$ cat config.mk
export PLATFORM = sky130hd
export DESIGN_NAME = lfsr_rand_sched
export DESIGN_NICKNAME = d
export VERILOG_FILES = /design/src/rtl/lfsr_pkg.sv /design/src/rtl/rr_arbiter.sv /design/src/rtl/lfsr_rand_sched.sv
export SDC_FILE = /design/constraint.sdc
export NUM_CORES = 1
export LEC_CHECK = 0
export CORE_MARGIN = 2
export CORE_UTILIZATION = 47
export CTS_BUF_LIST = sky130_fd_sc_hd__clkbuf_4
export CTS_CLUSTER_SIZE = 14
export DETAILED_ROUTE_END_ITERATION = 8
export MAX_ROUTING_LAYER = met4
export PLACE_DENSITY = 0.82
export SETUP_SLACK_MARGIN = 0.02
export SLEW_MARGIN = 20
export SYNTH_ARGS = -nofsm -noshare
export SYNTH_HDL_FRONTEND = slang
export SYNTH_SLANG_ARGS = --single-unit
$ cat constraint.sdc
create_clock -name clock -period 3.38 [get_ports clock]
set_input_delay 0.507 -clock clock [delete_from_list [all_inputs] [get_ports clock]]
set_output_delay 0.507 -clock clock [all_outputs]
set_load 0.02 [all_outputs]
$ cat src/rtl/lfsr_pkg.sv
// Shared definitions for the LFSR random-word scheduler.
// State encodings and the LFSR word width.
package lfsr_pkg;

  localparam int LFSR_W = 32;

  typedef enum logic [1:0] {
    ST_WARMUP = 2'd0,
    ST_FILL   = 2'd1,
    ST_AVAIL  = 2'd2
  } state_t;

endpackage

$ cat src/rtl/rr_arbiter.sv
// Combinational round-robin arbiter.
// Search starts at ptr and wraps; first asserted request wins.
module rr_arbiter #(
  parameter int NUM_REQ = 4,
  parameter int PTR_W   = (NUM_REQ > 1) ? $clog2(NUM_REQ) : 1
) (
  input  logic [NUM_REQ-1:0] req,
  input  logic [PTR_W-1:0]   ptr,
  output logic [NUM_REQ-1:0] gnt_next,
  output logic [PTR_W-1:0]   winner
);

  logic             found;
  logic [PTR_W-1:0] idx;
  int               pos;

  always_comb begin
    gnt_next = '0;
    winner   = '0;
    found    = 1'b0;
    idx      = '0;
    pos      = 0;
    for (int i = 0; i < NUM_REQ; i++) begin
      pos = (int'(ptr) + i) % NUM_REQ;
      idx = PTR_W'(pos);
      if (!found && req[idx]) begin
        found         = 1'b1;
        gnt_next[idx] = 1'b1;
        winner        = idx;
      end
    end
  end

endmodule

$ cat src/rtl/lfsr_rand_sched.sv
// Shares one 32-bit LFSR among NUM_REQ requesters.
// Warms the LFSR, then hands out one word per STEPS shifts, round-robin.
module lfsr_rand_sched
  import lfsr_pkg::*;
#(
  parameter int NUM_REQ = 4,
  parameter int STEPS   = 32,
  parameter int WARMUP  = 64,
  parameter int GCNT_W  = 16
) (
  input  logic               clock,
  input  logic               reset,
  output logic               lfsr_enable,
  input  logic [LFSR_W-1:0]  lfsr_seq,
  input  logic               pause,
  input  logic [NUM_REQ-1:0] req,
  output logic [NUM_REQ-1:0] gnt,
  output logic               rand_valid,
  output logic [LFSR_W-1:0]  rand_data,
  output logic               ready,
  output logic [GCNT_W-1:0]  grant_count
);

  localparam int PTR_W   = (NUM_REQ > 1) ? $clog2(NUM_REQ) : 1;
  localparam int CNT_MAX = (WARMUP > STEPS) ? WARMUP : STEPS;
  localparam int CNT_W   = (CNT_MAX > 1) ? $clog2(CNT_MAX) : 1;

  localparam logic [CNT_W-1:0] WARM_LAST = CNT_W'(WARMUP - 1);
  localparam logic [CNT_W-1:0] FILL_LAST = CNT_W'(STEPS - 1);
  localparam logic [PTR_W-1:0] PTR_LAST  = PTR_W'(NUM_REQ - 1);

  state_t               state;
  state_t               state_next;
  logic [CNT_W-1:0]     cnt;
  logic [PTR_W-1:0]     ptr;
  logic [PTR_W-1:0]     winner;
  logic [NUM_REQ-1:0]   gnt_next;
  logic                 phase_done;
  logic                 take;

  rr_arbiter #(
    .NUM_REQ (NUM_REQ),
    .PTR_W   (PTR_W)
  ) u_arb (
    .req      (req),
    .ptr      (ptr),
    .gnt_next (gnt_next),
    .winner   (winner)
  );

  assign phase_done =
    (state == ST_WARMUP && cnt == WARM_LAST) ||
    (state == ST_FILL   && cnt == FILL_LAST);

  assign take = (state == ST_AVAIL) && (|req) && !pause;

  always_ff @(posedge clock) begin
    if (reset) state <= ST_WARMUP;
    else       state <= state_next;
  end

  always_comb begin
    state_next = state;
    unique case (state)
      ST_WARMUP, ST_FILL:
        if (lfsr_enable && phase_done) state_next = ST_AVAIL;
      ST_AVAIL:
        if (take) state_next = ST_FILL;
      default:
        state_next = ST_WARMUP;
    endcase
  end

  // lfsr_seq is frozen while a word waits in AVAIL
  always_comb begin
    lfsr_enable = (state == ST_WARMUP || state == ST_FILL) && !pause;
    ready       = (state == ST_AVAIL);
  end

  always_ff @(posedge clock) begin
    if (reset) begin
      cnt <= '0;
    end else if (lfsr_enable) begin
      cnt <= phase_done ? '0 : cnt + CNT_W'(1);
    end
  end

  always_ff @(posedge clock) begin
    if (reset) begin
      gnt         <= '0;
      rand_valid  <= 1'b0;
      rand_data   <= '0;
      grant_count <= '0;
      ptr         <= '0;
    end else begin
      gnt        <= take ? gnt_next : '0;
      rand_valid <= take;
      if (take) begin
        rand_data   <= lfsr_seq;
        grant_count <= grant_count + GCNT_W'(1);
        ptr         <= (winner == PTR_LAST) ? '0 : winner + PTR_W'(1);
      end
    end
  end

endmodule

==> results by group, run 1 <==
Die
  • Row count: 28
  • Die area: between 0.006 and 0.007 sq mm
  • CORE AREA: a little under 0.006 sq mm
  • Die Wd: 81.9 um
  • Chip height: 81.9 um
  • IO Pins: 94
  • Initial core utilization: 48.5%

Route
  • Initial drt markers: 106
  • Via count: approximately 2600
  • Via density per instance: 5.16
  • WL per Instance: between 10 and 15 um
  • WL final: 6580 um
  • DRC viols: 0
  • Initial DRT Pass Iterations: 4
  • ANT nets after route: 0

GRT
  • Initial antenna violation count: 0
  • Global-route wire length before repair: 10800 um
  • Largest net degree at the start of global routing: 56
  • GR Overflow Total: 0
  • Vias in the first global route: 2435
  • Total track usage: a little over a fifth

Clocking
  • Clk slew on worst S/H paths: 0.09 ns
  • Longest Clk Path Bufs: 2
  • Cts hold-fix bufs: 0
  • Clock Tree Root: clkbuf_4
  • Clk_lat worst skew: 0.38 ns
  • CTS tree: done
  • H-tree depth: 3
  • Postcts setup bufs: 0
  • Clock buffer count from CTS: 9
  • Post-CTS sizing: 0
  • CTS Sinks: 63

Yosys
  • Seq/Total Area, Yosys: ~44%
  • Post-Synth XOR/XNOR Area: between 6 and 7%
  • Synth Area in Compound Gates: 12.8%
  • Mux cell area share after synthesis: 5.26%
  • FFs w/ async S/R, synth: 0%
  • Post-Synth Simple-Gate Area: 22.5%
  • Syn Area/Cell: 8.62 sq um
  • Main combinational cell family by area after synthesis: simple AND/OR/NAND/NOR gates
  • Post-synthesis register bit count: 63
  • Post-synthesis cell area: 0.00285 sq mm
  • Post-Synth Adder-Cell Area: 3.07%
  • Most common flop cell mapped by yosys: dfxtp_1
  • Ys Warns: 0
  • Post-synth EDFFs: 0
  • Gate Count Post-Synth: 331
  • Syn_nets: 377
  • Unique cell type count in the Yosys netlist: 46

STA
  • Final Max Slew Viols: 0
  • Unrepaired setup endpoints after global routing: no
  • Tmin final: 2.81 ns
  • Worst Tran Pin Value: ~0.56 ns
  • Total negative slack: 0 ns
  • Slew HR: a little over three fifths
  • Clock skew: between 0.004 and 0.005 ns
  • Final worst slack: ~0.57 ns
  • Final setup vio count: 0
  • Fin. Hold Viols: 0
  • Fin crit share: between 80% and 90%
  • Fmax: between 300 and 400 MHz

Place
  • Post-Place Setup Slack: 0.593 ns
  • Placed cells: 483
  • # port buffers: 93
  • Final Wtd Congestion: 0.872
  • Detail Placement HPWL: 4700 um

Worst setup path
  • FF-to-FF Start: ptr[1]
  • Worst EP arrival: 3.09 ns
  • Critical path launch point type: flop
  • Crit path max-delay family: compound AO/OA/AOI/OAI gates
  • Worst setup EP type: flop
  • Kind of critical path: flop to flop
  • Reg2reg path depth: 7
  • Crit path required time: 3.67 ns
  • CP max stage cell: mux4_2
  • Critical path, cell by cell: inv_1, ha_1, mux4_2, nor2b_1, o21ai_1, o211a_1, a2111oi_2
  • Critical path buffers and inverters: 1
  • R2R Setup Slk: 0.57 ns
  • Crit Path Max Fanout: 8
  • Reg2reg end: ptr[1]
  • Largest stage delay, worst path: about 0.62 ns

Run status
  • Status: completed

Min path
  • Hold-critical path endpoint: rand_data[9]
  • Hold depth: 2
  • HP Class: flop to flop
  • Hold path start: rand_data[9]

Pwr
  • Max VDD drop: between 200 and 250 uV
  • Power Density: 338 mW/mm^2
  • Lkg Pwr: 1.35 nW

Cells and area
  • Area Growth Syn to Fin: 35.9%
  • Fraction of layout cells with a size suffix above 1: 7.36%
  • Non-filler cells, final: 496
  • Most common cell after layout, fill and taps aside: clkdlybuf4s50_1
  • Fin util: about two thirds
  • N_diodes: 0
  • Nets: 465
  • Most frequent cells in the layout: clkdlybuf4s50_1 (92), nand2_1 (84), dfxtp_1 (63)

Flow run
  • Number of max-cap violations: 0
[registers in the layout (all words and copies together), names as in the netlist]
register / cells
cnt: 6
gnt: 4
grant_count: 16
ptr: 2
rand_data: 32
rand_valid: 1
state: 2
[logic make-up (layout without fill, tap and decap cells)]
family          after synthesis  after routing
simple gates                144            144
flops                        63             63
compound gates               61             61
buf+inv                      27            117
xor+xnor                     20             20
mux                           9              9
fa+ha+maj                     7              7
[Yosys cell counts, types with 2 or more instances]
library cell | n | area (sq um)
a21oi_1 | 40 | 200
a22o_1 | 4 | 35.0
a22oi_1 | 6 | 45.0
and4_1 | 4 | 35.0
buf_1 | 2 | 7.51
buf_2 | 4 | 20.0
buf_4 | 2 | 15.0
buf_6 | 4 | 45.0
clkbuf_1 | 7 | 26.3
dfxtp_1 | 63 | 1260
ha_1 | 7 | 87.6
inv_1 | 6 | 22.5
mux2_2 | 2 | 22.5
mux2i_1 | 3 | 30.0
mux4_1 | 2 | 52.6
mux4_2 | 2 | 45.0
nand2_1 | 84 | 315
nand3_1 | 2 | 10.0
nand4_1 | 6 | 37.5
nor2_1 | 27 | 101
nor2b_1 | 3 | 18.8
nor3_1 | 2 | 10.0
nor3b_1 | 2 | 15.0
nor4_1 | 3 | 18.8
o21ai_0 | 4 | 20.0
or3_1 | 2 | 12.5
xnor2_1 | 9 | 78.8
xor2_1 | 11 | 96.3
[worst max path at each step]
stage                 from      to  cells past startpoint
floorplan           ptr[1]  ptr[1]                      9
global placement    req[0]  ptr[1]                      6
detailed placement  ptr[1]  ptr[1]                      7
CTS                 ptr[1]  ptr[1]                      7
global route        ptr[1]  ptr[1]                      7
finish              ptr[1]  ptr[1]                      7
[metrics by stage]
step | power (W) | instance area (sq um) | hold slack [ns]
6_report | 0.00131 | 3880 | 0.459
4_1_cts | 0.00133 | 3880 | 0.460
2_1_floorplan | 0.000802 | 2850 | 0.468
5_1_grt | 0.00137 | 3880 | 0.482
3_3_place_gp | 0.000854 | 3760 | 0.441
3_5_place_dp | 0.000856 | 3760 | 0.446
[tightest hold or removal path, delay by kind of cell (launching register included)]
kind,cells,cell delay (ns)
DFF,1,0.32
and+or+nand+nor,1,0.05
AOI/OAI and AO/OA,1,0.05
[cell type report]
class | count | area (sq um)
multi-input cells | 241 | 1420
repair buffers | 98 | 963
clock inverters | 2 | 35.0
clock buffers | 11 | 82.6
flip-flops and latches | 63 | 1260
inverters | 6 | 22.5
fillers | 512 | 2010
well taps | 75 | 93.8
[power by group]
part | switching, W | leakage [nW] | internal [W]
clock | 0.000243 | 0.0687 | 0.000230
combinational | 0.0000383 | 0.773 | 0.0000541
sequential | 0.00000221 | 0.508 | 0.000744
[routing by layer]
| layer | vias up | global-route usage [%] | wire length [um] |
|---|---|---|---|
| li1 | 1293 | - | - |
| met1 | 1191 | 23.3 | 2760 |
| met2 | 70 | 37.2 | 3430 |
| met3 | 5 | 5.82 | 327 |
| met4 | 0 | 7.17 | 65 |
| met5 | - | - | 0 |
Note: power is estimated with default switching activity, not from simulation.
==> inputs of run 2 (changes only) <==
CORE_UTILIZATION = 43   (was 47)
PLACE_DENSITY = 0.79   (was 0.82)
clock period = 2.3 ns   (was 3.38 ns; I/O delays follow)
==> run 2 against run 1 <==
  * Critical path depth unchanged
  * Power up 41%
  * Maximum frequency increased by 28%
  * Die area rose by 8.8%
  * Clock power up 28%
  * Wire length up 0.84%
  * Critical path type unchanged
  * Hold slack worse by 0.096 ns
  * Non-clock buffer count rose by 12
  * Clock skew up 0.0072 ns
  * Sequential power grew 47%
  * Via count rose by 0.63%
  * Cell area rose by 3.5%
==> results by group, run 2 (synthesis results as in run 1) <==
Run status
  • Status: completed

Cells and area
  • Max FFs per register: 32
  • Fin util: between 60% and 70%
  • Area Growth Syn to Fin: 40.6%
  • N_diodes: 0
  • Most frequent cells in the layout: clkdlybuf4s50_1 (92), nand2_1 (84), dfxtp_1 (61)
  • Fraction of layout cells with a size suffix above 1: a little under an eighth
  • Nets: 477
  • Most common cell after layout, fill and taps aside: clkdlybuf4s50_1
  • Top reg by flops: rand_data
  • Largest registers: rand_data: 32 flops, grant_count: 16 flops, cnt: 6 flops

STA
  • Final setup vio count: 0
  • Fmax: approximately 460 MHz
  • Worst Tran Pin Value: 0.416 ns
  • Tmin final: 2.20 ns
  • Slew HR: between 70% and 80%
  • Unrepaired setup endpoints after global routing: yes
  • Final Max Slew Viols: 0
  • Fin crit share: 95.5%
  • Fin. Hold Viols: 0
  • Final worst slack: 0.103 ns
  • Clock skew: approximately 0.012 ns

Route
  • WL final: 6630 um
  • Via density per instance: around 5.0
  • WL per Instance: 13.0 um
  • Via count: 2575
  • Initial drt markers: 70
  • DRC viols: 0
  • Initial DRT Pass Iterations: 4
  • ANT nets after route: 0

Worst setup path
  • Worst setup EP type: flop
  • R2R Setup Slk: 0.10 ns
  • Crit Path Max Fanout: 7
  • Critical path buffers and inverters: 1
  • Reg2reg path depth: 7
  • Worst EP arrival: roughly 2.5 ns
  • Largest stage delay, worst path: 0.57 ns
  • Crit path max-delay family: compound AO/OA/AOI/OAI gates
  • Kind of critical path: flop to flop
  • Critical path, cell by cell: inv_4, ha_4, mux4_2, a221o_1, o21ai_2, nor4_2, a2111oi_2
  • FF-to-FF Start: ptr[0]
  • Reg2reg end: ptr[1]
  • CP max stage cell: mux4_2
  • Crit path required time: about 2.6 ns
  • Critical path launch point type: flop

Pwr
  • Cell internal pwr: about 0.0014 W
  • Lkg Pwr: 1.42 nW
  • Clk pwr share: 32.7%
  • Combinational power share: 8.0%
  • Net Sw Power: 0.000446 W
  • Power Density: around 460 mW/mm^2
  • Sequential power share: 59.3%
  • Switch share: 24.1%
  • Max VDD drop: 385 uV

Place
  • # port buffers: 93
  • Detail Placement HPWL: ~4800 um
  • Final Wtd Congestion: around 0.83
  • Post-Place Setup Slack: -0.193 ns

Clocking
  • Cts hold-fix bufs: 0
  • Clock Tree Root: clkbuf_4
  • Clock buffer count from CTS: 9
  • CTS tree: done
  • Clk_lat worst skew: 0.39 ns
  • H-tree depth: 3
  • Longest Clk Path Bufs: 2
  • Clk slew on worst S/H paths: 0.10 ns
  • CTS Sinks: 63

GRT
  • Largest net degree at the start of global routing: 39
  • Initial antenna violation count: 0
  • Vias in the first global route: about 2500
  • GR Overflow Total: 0
  • Global-route wire length before repair: 11100 um
  • Total track usage: 19.4%

Die
  • Row count: 29
  • IO Pins: 94
  • CORE AREA: around 0.0064 sq mm
  • Die area: between 0.007 and 0.008 sq mm
  • Chip height: 85.5 um
  • Die Wd: 85.5 um
  • Initial core utilization: about 45%

Min path
  • Hold-critical path endpoint: rand_data[8]
  • HP Class: input port to flop
  • Hold path start: reset
  • Hold depth: 2

Flow run
  • Number of max-cap violations: 0
[run 2: through the flow]
stage | instances | setup TNS, ns | instance area (sq um) | hold WS, ns | power (W)
6_report | 512 | 0 | 4010 | 0.363 | 0.00185
5_1_grt | 512 | -0.0465 | 4010 | 0.322 | 0.00194
4_1_cts | 512 | 0 | 4010 | 0.334 | 0.00187
3_5_place_dp | 497 | -1.33 | 3910 | 0.446 | 0.00127
3_3_place_gp | 497 | -0.595 | 3910 | 0.441 | 0.00127
2_1_floorplan | 331 | 0 | 2880 | 0.468 | 0.00118
[run 2: how the worst max path moves through the flow]
| stage | start | to | cells past startpoint |
|---|---|---|---|
| after floorplan | ptr[0] | ptr[1] | 9 |
| after global placement | req[0] | ptr[1] | 7 |
| after detailed placement | req[0] | ptr[1] | 7 |
| after CTS | ptr[0] | ptr[1] | 7 |
| after global routing | ptr[0] | ptr[1] | 7 |
| final | ptr[0] | ptr[1] | 7 |
[run 2: power by group through the flow]
| stage | clock (W) | combinational (W) | sequential [W] |
|---|---|---|---|
| 2_1_floorplan | 0 | 0.0000585 | 0.00112 |
| 3_3_place_gp | 0 | 0.000145 | 0.00112 |
| 3_5_place_dp | 0 | 0.000146 | 0.00112 |
| 4_1_cts | 0.000629 | 0.000147 | 0.00110 |
| 5_1_grt | 0.000684 | 0.000159 | 0.00110 |
| 6_report | 0.000605 | 0.000148 | 0.00110 |
[run 2: layout make-up]
cell class	count	area, sq um
clock buffer	10	75.1
multi-input combinational	241	1450
sequential	63	1260
timing repair buffer	110	1080
fill	550	2370
tap	77	96.3
inverter	6	27.5
clock inverter	5	26.3
[run 2: timing repair]
action | 4_1_cts | 5_1_grt
endpoints found under the setup margin | 0 | 1
gates resized for setup | 0 | 1
buffers inserted | 0 | 0
[run 2: per-layer routing]
metal / up-vias / GRT usage [%] / wire [um]
met5: - / - / 0
met1: 1190 / 22.2 / 2940
li1: 1322 / - / -
met4: 0 / 7.50 / 81
met3: 8 / 5.74 / 302
met2: 55 / 31.9 / 3310
